### config.mk
export PLATFORM = sky130hd
export DESIGN_NAME = reset_seq
export DESIGN_NICKNAME = d
export VERILOG_FILES = /design/src/rtl/reset_seq_pkg.sv /design/src/rtl/reset_seq_sync_filter.sv /design/src/rtl/reset_seq.sv
export SDC_FILE = /design/constraint.sdc
export NUM_CORES = 1
export LEC_CHECK = 0
export CELL_PAD_IN_SITES_DETAIL_PLACEMENT = 1
export CELL_PAD_IN_SITES_GLOBAL_PLACEMENT = 2
export CORE_AREA = 2 2 62 108
export DETAILED_ROUTE_END_ITERATION = 16
export DIE_AREA = 0 0 64 110
export GPL_TIMING_DRIVEN = 0
export PLACE_DENSITY = 0.91
export SLEW_MARGIN = 15
export SYNTH_ARGS = -nofsm -noshare
export SYNTH_HDL_FRONTEND = slang
export SYNTH_SLANG_ARGS = --single-unit
### constraint.sdc
create_clock -name clk -period 4.8 [get_ports clk]
set_input_delay 1.2 -clock clk [delete_from_list [all_inputs] [get_ports clk]]
set_output_delay 1.2 -clock clk [all_outputs]
set_load 0.05 [all_outputs]
### src/rtl/reset_seq_pkg.sv
// reset_seq_pkg: sequencer state encoding, reset-cause codes and the shared counter width.
package reset_seq_pkg;

   localparam int CNT_W = 16;

   typedef enum logic [1:0] {
      HOLD      = 2'd0,
      BUS_UP    = 2'd1,
      PERIPH_UP = 2'd2,
      RUN       = 2'd3
   } state_e;

   localparam logic [1:0] CAUSE_POR  = 2'b00;
   localparam logic [1:0] CAUSE_LOCK = 2'b01;
   localparam logic [1:0] CAUSE_BTN  = 2'b10;
   localparam logic [1:0] CAUSE_SOFT = 2'b11;

   // Lock loss outranks the button, which outranks a software request.
   function automatic logic [1:0] pickCause(input logic lockLost, input logic btnPressed);
      if (lockLost)
         return CAUSE_LOCK;
      else if (btnPressed)
         return CAUSE_BTN;
      else
         return CAUSE_SOFT;
   endfunction

endpackage

### src/rtl/reset_seq_sync_filter.sv
// sync_filter: 2-FF synchroniser followed by a consecutive-sample filter on the synchronised level.
module sync_filter #(
   parameter int CYCLES    = 64,
   parameter bit ASYM_FALL = 1'b0
) (
   input  logic clk,
   input  logic rst,
   input  logic async_i,
   output logic filt_o
);

   localparam int            CW      = $clog2(CYCLES + 1);
   localparam logic [CW-1:0] CNT_MAX = CW'(CYCLES);

   logic          meta_q;
   logic          sync_q;
   logic          filt_q;
   logic [CW-1:0] cnt_q;

   always_ff @(posedge clk or posedge rst) begin
      if (rst) begin
         meta_q <= 1'b0;
         sync_q <= 1'b0;
      end else begin
         meta_q <= async_i;
         sync_q <= meta_q;
      end
   end

   // The output follows only after CYCLES disagreeing samples plus one more that still
   // disagrees; with ASYM_FALL a single low sample drops it straight away.
   always_ff @(posedge clk or posedge rst) begin
      if (rst) begin
         cnt_q  <= '0;
         filt_q <= 1'b0;
      end else if (sync_q == filt_q) begin
         cnt_q <= '0;
      end else if (ASYM_FALL && !sync_q) begin
         cnt_q  <= '0;
         filt_q <= 1'b0;
      end else if (cnt_q == CNT_MAX) begin
         cnt_q  <= '0;
         filt_q <= sync_q;
      end else begin
         cnt_q <= cnt_q + 1'b1;
      end
   end

   assign filt_o = filt_q;

endmodule

### src/rtl/reset_seq.sv
// reset_seq: releases bus, peripheral and CPU resets in order once lock is stable and the button idle.
// Define RESET_SEQ_SOFT_RST_EN to add the soft_rst_req input and its minimum HOLD time.
module reset_seq
   import reset_seq_pkg::*;
#(
   parameter int STAGE_DELAY     = 16,
   parameter int LOCK_FILTER     = 64,
   parameter int DEBOUNCE_CYCLES = 50000
`ifdef RESET_SEQ_SOFT_RST_EN
   ,
   parameter int SOFT_HOLD       = 32
`endif
) (
   input  logic       clk,
   input  logic       reset,
   input  logic       locked,
   input  logic       reset_sw,
`ifdef RESET_SEQ_SOFT_RST_EN
   input  logic       soft_rst_req,
`endif
   output logic       rst_bus,
   output logic       rst_periph,
   output logic       rst_core,
   output logic       ready,
   output logic [1:0] rst_cause
);

   localparam logic [CNT_W-1:0] STAGE_LAST = CNT_W'(STAGE_DELAY - 1);

   logic             lockOk;
   logic             btn;
   logic             softReq;
   logic             softIdle;
   logic             fault;
   state_e           state_q;
   logic [CNT_W-1:0] stageCnt_q;
   logic             rstBus_q;
   logic             rstPeriph_q;
   logic             rstCore_q;
   logic             ready_q;
   logic [1:0]       cause_q;

   sync_filter #(
      .CYCLES    (LOCK_FILTER),
      .ASYM_FALL (1'b1)
   ) u_lock_filter (
      .clk     (clk),
      .rst     (reset),
      .async_i (locked),
      .filt_o  (lockOk)
   );

   sync_filter #(
      .CYCLES    (DEBOUNCE_CYCLES),
      .ASYM_FALL (1'b0)
   ) u_btn_debounce (
      .clk     (clk),
      .rst     (reset),
      .async_i (reset_sw),
      .filt_o  (btn)
   );

`ifdef RESET_SEQ_SOFT_RST_EN
   logic [CNT_W-1:0] softCnt_q;

   always_ff @(posedge clk or posedge reset) begin
      if (reset)
         softCnt_q <= '0;
      else if (soft_rst_req)
         softCnt_q <= CNT_W'(SOFT_HOLD);
      else if (softCnt_q != '0)
         softCnt_q <= softCnt_q - 1'b1;
   end

   assign softReq  = soft_rst_req;
   assign softIdle = (softCnt_q == '0);
`else
   assign softReq  = 1'b0;
   assign softIdle = 1'b1;
`endif

   assign fault = !lockOk | btn | softReq;

   // Cause is only captured when leaving a non-HOLD state, so a fault arriving during HOLD
   // leaves the original cause visible to software.
   always_ff @(posedge clk or posedge reset) begin
      if (reset) begin
         state_q     <= HOLD;
         stageCnt_q  <= '0;
         rstBus_q    <= 1'b1;
         rstPeriph_q <= 1'b1;
         rstCore_q   <= 1'b1;
         ready_q     <= 1'b0;
         cause_q     <= CAUSE_POR;
      end else if (fault) begin
         state_q     <= HOLD;
         stageCnt_q  <= '0;
         rstBus_q    <= 1'b1;
         rstPeriph_q <= 1'b1;
         rstCore_q   <= 1'b1;
         ready_q     <= 1'b0;
         if (state_q != HOLD)
            cause_q <= pickCause(!lockOk, btn);
      end else begin
         case (state_q)
            HOLD: begin
               if (!softIdle) begin
                  stageCnt_q <= '0;
               end else if (stageCnt_q == STAGE_LAST) begin
                  state_q    <= BUS_UP;
                  stageCnt_q <= '0;
                  rstBus_q   <= 1'b0;
               end else begin
                  stageCnt_q <= stageCnt_q + 1'b1;
               end
            end
            BUS_UP: begin
               if (stageCnt_q == STAGE_LAST) begin
                  state_q     <= PERIPH_UP;
                  stageCnt_q  <= '0;
                  rstPeriph_q <= 1'b0;
               end else begin
                  stageCnt_q <= stageCnt_q + 1'b1;
               end
            end
            PERIPH_UP: begin
               if (stageCnt_q == STAGE_LAST) begin
                  state_q    <= RUN;
                  stageCnt_q <= '0;
                  rstCore_q  <= 1'b0;
                  ready_q    <= 1'b1;
               end else begin
                  stageCnt_q <= stageCnt_q + 1'b1;
               end
            end
            RUN: begin
               stageCnt_q <= '0;
            end
            default: begin
               state_q <= HOLD;
            end
         endcase
      end
   end

   assign rst_bus    = rstBus_q;
   assign rst_periph = rstPeriph_q;
   assign rst_core   = rstCore_q;
   assign ready      = ready_q;
   assign rst_cause  = cause_q;

endmodule
Yosys cells after proc, flatten, opt, wreduce, memory -nomap -nowiden

Index checks and enable logic that the tools add are counted.
W data, S select, Z words.

Flip-flop bits (word level): 53
Input bits: 4
Output and inout bits: 6

Equality and inequality tests: 12
Reductions and logical operators: 16
Bitwise gates (word level): 3
$add $sub $neg: 3
Mux-type cells: 27

Operator list:

| operator                | number |
|---|---|
| $mux W16                | 4 |
| $add A16 B1 Y16 const B | 2 |
| $pmux W16 S2            | 1 |
| $mux W7                 | 3 |
| $eq A16 B16 Y1 const B  | 1 |
| $eq A16 B4 Y1 const B   | 1 |
| $mux W1                 | 13 |
| $reduce_and A2 Y1       | 6 |
| $mux W2                 | 5 |
| $reduce_bool A2 Y1      | 5 |
| $ne A3 B3 Y1 const B    | 3 |
| $add A7 B1 Y7 const B   | 1 |
| $eq A7 B7 Y1 const B    | 1 |
| $pmux W2 S3             | 1 |
| $eq A2 B2 Y1 const B    | 2 |
| $reduce_and A4 Y1       | 1 |
| $reduce_bool A4 Y1      | 1 |
| $reduce_or A3 Y1        | 1 |
| $eq A1 B1 Y1            | 2 |
| $eq A2 B1 Y1 const B    | 1 |
| $logic_not A2 Y1        | 1 |
| $ne A2 B2 Y1 const B    | 1 |
| $not A1 Y1              | 2 |
| $logic_not A1 Y1        | 1 |
| $or A1 B1 Y1            | 1 |

Depth between registers and ports, before layout

Word-level depth: 4
Depth in mapped cells: 8
Mapped depth without buffers: 6

Cells and area by module

Synthesis repeated with hierarchy kept, for this count alone.

Cell total of the unflattened synthesis: 250
Area, all modules: 2591.2 µm²

By module, submodules not included:

| module                        | seq. area each (µm²) | times used | area an instance (µm²) | cells each |
|---|---|---|---|---|
| reset_seq                     | 604.3                | 1          | 1214.9                 | 122 |
| sync_filter at u_btn_debounce | 475.5                | 1          | 938.4                  | 88 |
| sync_filter at u_lock_filter  | 250.2                | 1          | 437.9                  | 40 |

Worst setup path before layout

OpenSTA, ideal clock, no wires.

Kind: register to register
Start point: register stageCnt_q[0]
End point: register stageCnt_q[11]
Path buffers: 3
Clock period less this slack: 1.867 ns
Setup slack: 2.933 ns
Arrival time: 1.795 ns
Library setup time: 0.071 ns
Cell stages (with the launch flop): 9
Cells stage by stage: dfrtp_1 ha_1 and3_1 and4_1 buf_6 or3_1 buf_6 buf_6 nor2_1

Word-level cells in the longest chain between the ends: 4
Elaborated cells on any way between the ends: 5

Ends and longest elaborated chain:

| what                                                    | RTL line                                             | source |
|---|---|---|
| from (decl)                                             | reset_seq.sv:36                                      | `logic [CNT_W-1:0] stageCnt_q;` |
| from (signal assigned)                                  | reset_seq.sv:114                                     | `stageCnt_q <= stageCnt_q + 1'b1;` |
| from (signal assigned)                                  | reset_seq.sv:123                                     | `stageCnt_q <= stageCnt_q + 1'b1;` |
| from (signal assigned)                                  | reset_seq.sv:133                                     | `stageCnt_q <= stageCnt_q + 1'b1;` |
| $add A16 B1 Y16 / $eq A16 B4 Y1 (equally long branches) | --                                                   |  |
| $mux W16 *                                              | reset_seq.sv:109, reset_seq.sv:118, reset_seq.sv:127 |  |
| $pmux W16 S2 *                                          | reset_seq.sv:105                                     | `case (state_q)` |
| $mux W16 *                                              | reset_seq.sv:95                                      | `end else if (fault) begin` |

Mark *: on every way between the ends. The rest lies on a longest branch, timed or not.
A chain may end at the register's enable or synchronous reset.

Worst setup path in the final report

Start point: register rstBus_q, in the netlist rst_bus
End point: output port rst_bus

RTL lines:

| what                   | RTL line         | source |
|---|---|---|
| from (decl)            | reset_seq.sv:37  | `logic rstBus_q;` |
| from (signal assigned) | reset_seq.sv:90  | `rstBus_q <= 1'b1;` |
| from (signal assigned) | reset_seq.sv:98  | `rstBus_q <= 1'b1;` |
| from (signal assigned) | reset_seq.sv:112 | `rstBus_q <= 1'b0;` |
| to (decl)              | reset_seq.sv:21  | `output logic rst_bus,` |

No word-level cell between the ends.

==> impl_results.md <==
* Number of buffers created by CTS at 5
* # DRC at 0
* WP data required at 3.60 ns
* Pwr per Cell Area at 263 mW/mm²
* Area grow syn2layout at 12.0%
* Crit path kind: reg -> out
* Final Skew at about 0.014 ns
* Worst r2r src: stageCnt_q[0]
* Fin crit share at 59.1%
* Largest net degree at the start of global routing at 36
* Pleak at 1.14 nW
* TritonCTS clock tree: yes
* Slew @ Worst Pin at 0.530 ns
* # H-tree levels at 2
* CTS sink cnt at 53
* Remaining Overflow, GRT at 0
* Final setup viols at 0
* Post-Syn Area at 0.00251 mm²
* Largest area contributor in the netlist: dfrtp_1
* Worst reg2reg path depth at 8
* Register area at 0.00133 mm²
* RSZ-0062 raised after global routing: no
* Syn avg cell area at 10.3 µm²
* DRT Pass-1 Iters at 2
* Fill cells at 686
* GR peak layer: met2
* Slew margin rel. at 64.5%
* Clk root buf: clkbuf_8
* Placer Congestion at 0.727
* Hold buffers post-CTS at 0
* Post-synth EDFFs at 0
* Crit path max-delay family: buffers and inverters
* Final Hold Viols at 0
* Switching Share at a little over a fifth
* # port buffers at 9
* Rows at 38
* Synth warn at 0
* Die ar. at 0.00704 mm²
* Minimum clock period after layout at 2.84 ns
* Internal power at 0.580 mW
* Count of unique library cells instantiated by Yosys at 32
* Setup Fix Bufs, Post-CTS at 0
* Crit path max fanout at 2
* Core ar. at 0.00613 mm²
* Setup crit end: rst_bus
* CP Launch Point: rst_bus
* Clk Latency, worst-skew pair at 0.31 ns
* Dpl hpwl at 3690 µm
* Crit path depth at 1
* Max Slew Vio Count at 0
* Vias in the first global route at 1893
* # Max-Cap Violations at 0
* First-pass GRT wire length at 8580 µm
* Flop pwr share at 61.8%
* Slowest CP cell: clkdlybuf4s50_1
* Crit end category: output port
* Share of layout cells above drive strength 1 at 7.25%
* Buf/Inv on CP at 1
* Resized cells post-CTS at 0
* M3 GR Usage at 3.86%
* Sw power at 0.160 mW
* Worst r2r dst: stageCnt_q[14]
* CP peak stage delay at slightly below 0.8 ns
* Vias at 1768
* Met1 usage at between 10% and 20%
* Status: complete, no violations
* Drt total wl at 4970 µm
* Multi-input gate area at 0.00108 mm²
* Max Clock Freq at 353 MHz
* Initial Utilization at 40.9%
* Logic pwr share at 3.8%
* Initial antenna violation count at 0
* Dominant synthesized flop cell: dfrtp_1
* Die Ht at 110 µm
* Util after Layout at a little under half
* Data arrival time of the critical path at 1.64 ns
* Via/cell ratio at 5.17
* Clock transition at path regs at roughly 0.090 ns
* Die X at ~64 µm
* Hold Path Class: reg -> reg
* Syn Nets at about 260
* Mapped Cells at 244
* Crit start category: flip-flop
* Fin nets at 275
* Synthesized flop and latch total at 53
* Ant diodes at 0
* Clock Tree Buf Depth at 2
* Grt met2 use at 30.9%
* Synth top area share at 49.8%
* Worst-path cell chain: clkdlybuf4s50_1
* Drt wl/cell at 14.5 µm
* GRT Total Usage at 15.8%
* ANT nets after route at 0
* Final setup TNS at 0 ns
* I/O Pins at 10
* 1st-iter DRT viols at 44
* Reg-to-reg setup timing slack at about 2.8 ns
* Clock share of power at around a third
* Sequential area share after synthesis at 53.0%
* Synth top area cells: dfrtp_1 (50%), xnor2_1 (8.4%), nor2_1 (6.3%)
* Asr flop ratio synth at 100%
* Maximum vdd ir drop at 0.284 mV
==> placed cells by master (no fill, tap or decap), types with 2 or more instances in the layout <==
cell and instances:
clkbuf_1 5, a21o_1 3, and4_1 2, dfstp_2 3, buf_6 3, o21ai_0 2, nor4_1 12, nand2_1 13
nand4_1 9, nand3_1 14, xnor2_1 24, nor4bb_1 2, clkdlybuf4s50_1 9, a21oi_1 3, and3_1 4, nor3_1 9
inv_1 14, nor2_1 42, xor2_1 9, clkbuf_8 6, dfrtp_1 50, ha_1 10
==> routing by layer <==
| metal | wire, µm | vias up | share of wire (%) |
|---|---|---|---|
| met5 | 0 | - | 0 |
| met3 | 101 | 6 | 2.0 |
| met4 | 74 | 0 | 1.5 |
| met1 | 1990 | 893 | 40 |
| li1 | - | 859 | - |
| met2 | 2810 | 10 | 56 |
==> worst min path at each step <==
| stage | startpoint | endpoint | slack [ns] | cells after the start |
|---|---|---|---|---|
| after detailed placement | u_lock_filter.meta_q | u_lock_filter.sync_q | 0.35 | 0 |
| final | u_lock_filter.meta_q | u_lock_filter.sync_q | 0.36 | 0 |
| after global placement | u_btn_debounce.meta_q | u_btn_debounce.sync_q | 0.34 | 0 |
| after floorplan | u_btn_debounce.meta_q | u_btn_debounce.sync_q | 0.33 | 0 |
| after global routing | u_lock_filter.meta_q | u_lock_filter.sync_q | 0.37 | 0 |
| after CTS | u_lock_filter.meta_q | u_lock_filter.sync_q | 0.36 | 0 |
==> state kept, by name, summed over array words and instances, names as in the netlist, 2 cells and up <==
register	count
rst_cause	2
stageCnt_q	16
u_lock_filter.cnt_q	7
state_q	2
u_btn_debounce.cnt_q	16
==> synthesized netlist by cell type (3+ instances only) <==
library cell	n
ha_1	10
xnor2_1	24
buf_6	3
nor4_1	12
dfstp_2	3
nand3_1	14
nand2_1	13
clkbuf_1	3
xor2_1	9
a21o_1	3
nor2_1	42
a21oi_1	3
and3_1	4
nand4_1	9
dfrtp_1	50
inv_1	15
nor3_1	9
==> area by class of cell <==
cell class | instances | share of cell area [%]
timing repair buffer | 10 | 3.92
inverter | 15 | 2.00
buffer | 6 | 1.60
sequential | 53 | 47.3
clock buffer | 8 | 3.20
multi-input combinational | 170 | 38.4
tap | 80 | 3.56
==> power groups by stage <==
stage,logic (mW),clock network (mW),registers [mW]
after detailed placement,0.0295,0,0.466
after floorplan,0.0183,0,0.464
after global routing,0.0329,0.283,0.458
after CTS,0.0295,0.269,0.457
after global placement,0.0266,0,0.465
final,0.0279,0.255,0.457
==> per-stage QoR <==
| stage | cell area [µm²] | instances | power (mW) | hold slack [ns] | setup WS, ns |
|---|---|---|---|---|---|
| final | 2810 | 342 | 0.740 | 0.360 | 1.96 |
| after global routing | 2810 | 342 | 0.774 | 0.370 | 1.91 |
| after CTS | 2810 | 342 | 0.755 | 0.365 | 1.94 |
| after detailed placement | 2720 | 334 | 0.495 | 0.345 | 2.29 |
| after global placement | 2700 | 333 | 0.492 | 0.338 | 1.23 |
| after floorplan | 2510 | 244 | 0.483 | 0.331 | 2.32 |
==> logic make-up (layout without fill, tap and decap cells) <==
family / after synthesis / count (layout) / share of synthesized area, %
muxes: 1 / 1 / 0.448
xor gates and xnor gates: 33 / 33 / 11.5
AOI/OAI and AO/OA: 15 / 15 / 4.34
adders and majority gates: 10 / 10 / 4.98
and+or+nand+nor: 111 / 111 / 21.7
buffers and inverters: 21 / 39 / 4.04
DFF: 53 / 53 / 53.0
==> worst reg2reg max path, cell delays in order (launching register included) <==
cell	delay, ns
dfrtp_1	0.42
ha_1	0.26
and3_1	0.23
and4_1	0.18
buf_6	0.14
or3_1	0.35
buf_6	0.14
buf_6	0.14
nor2_1	0.11
Power figures use the tool's default switching activity.
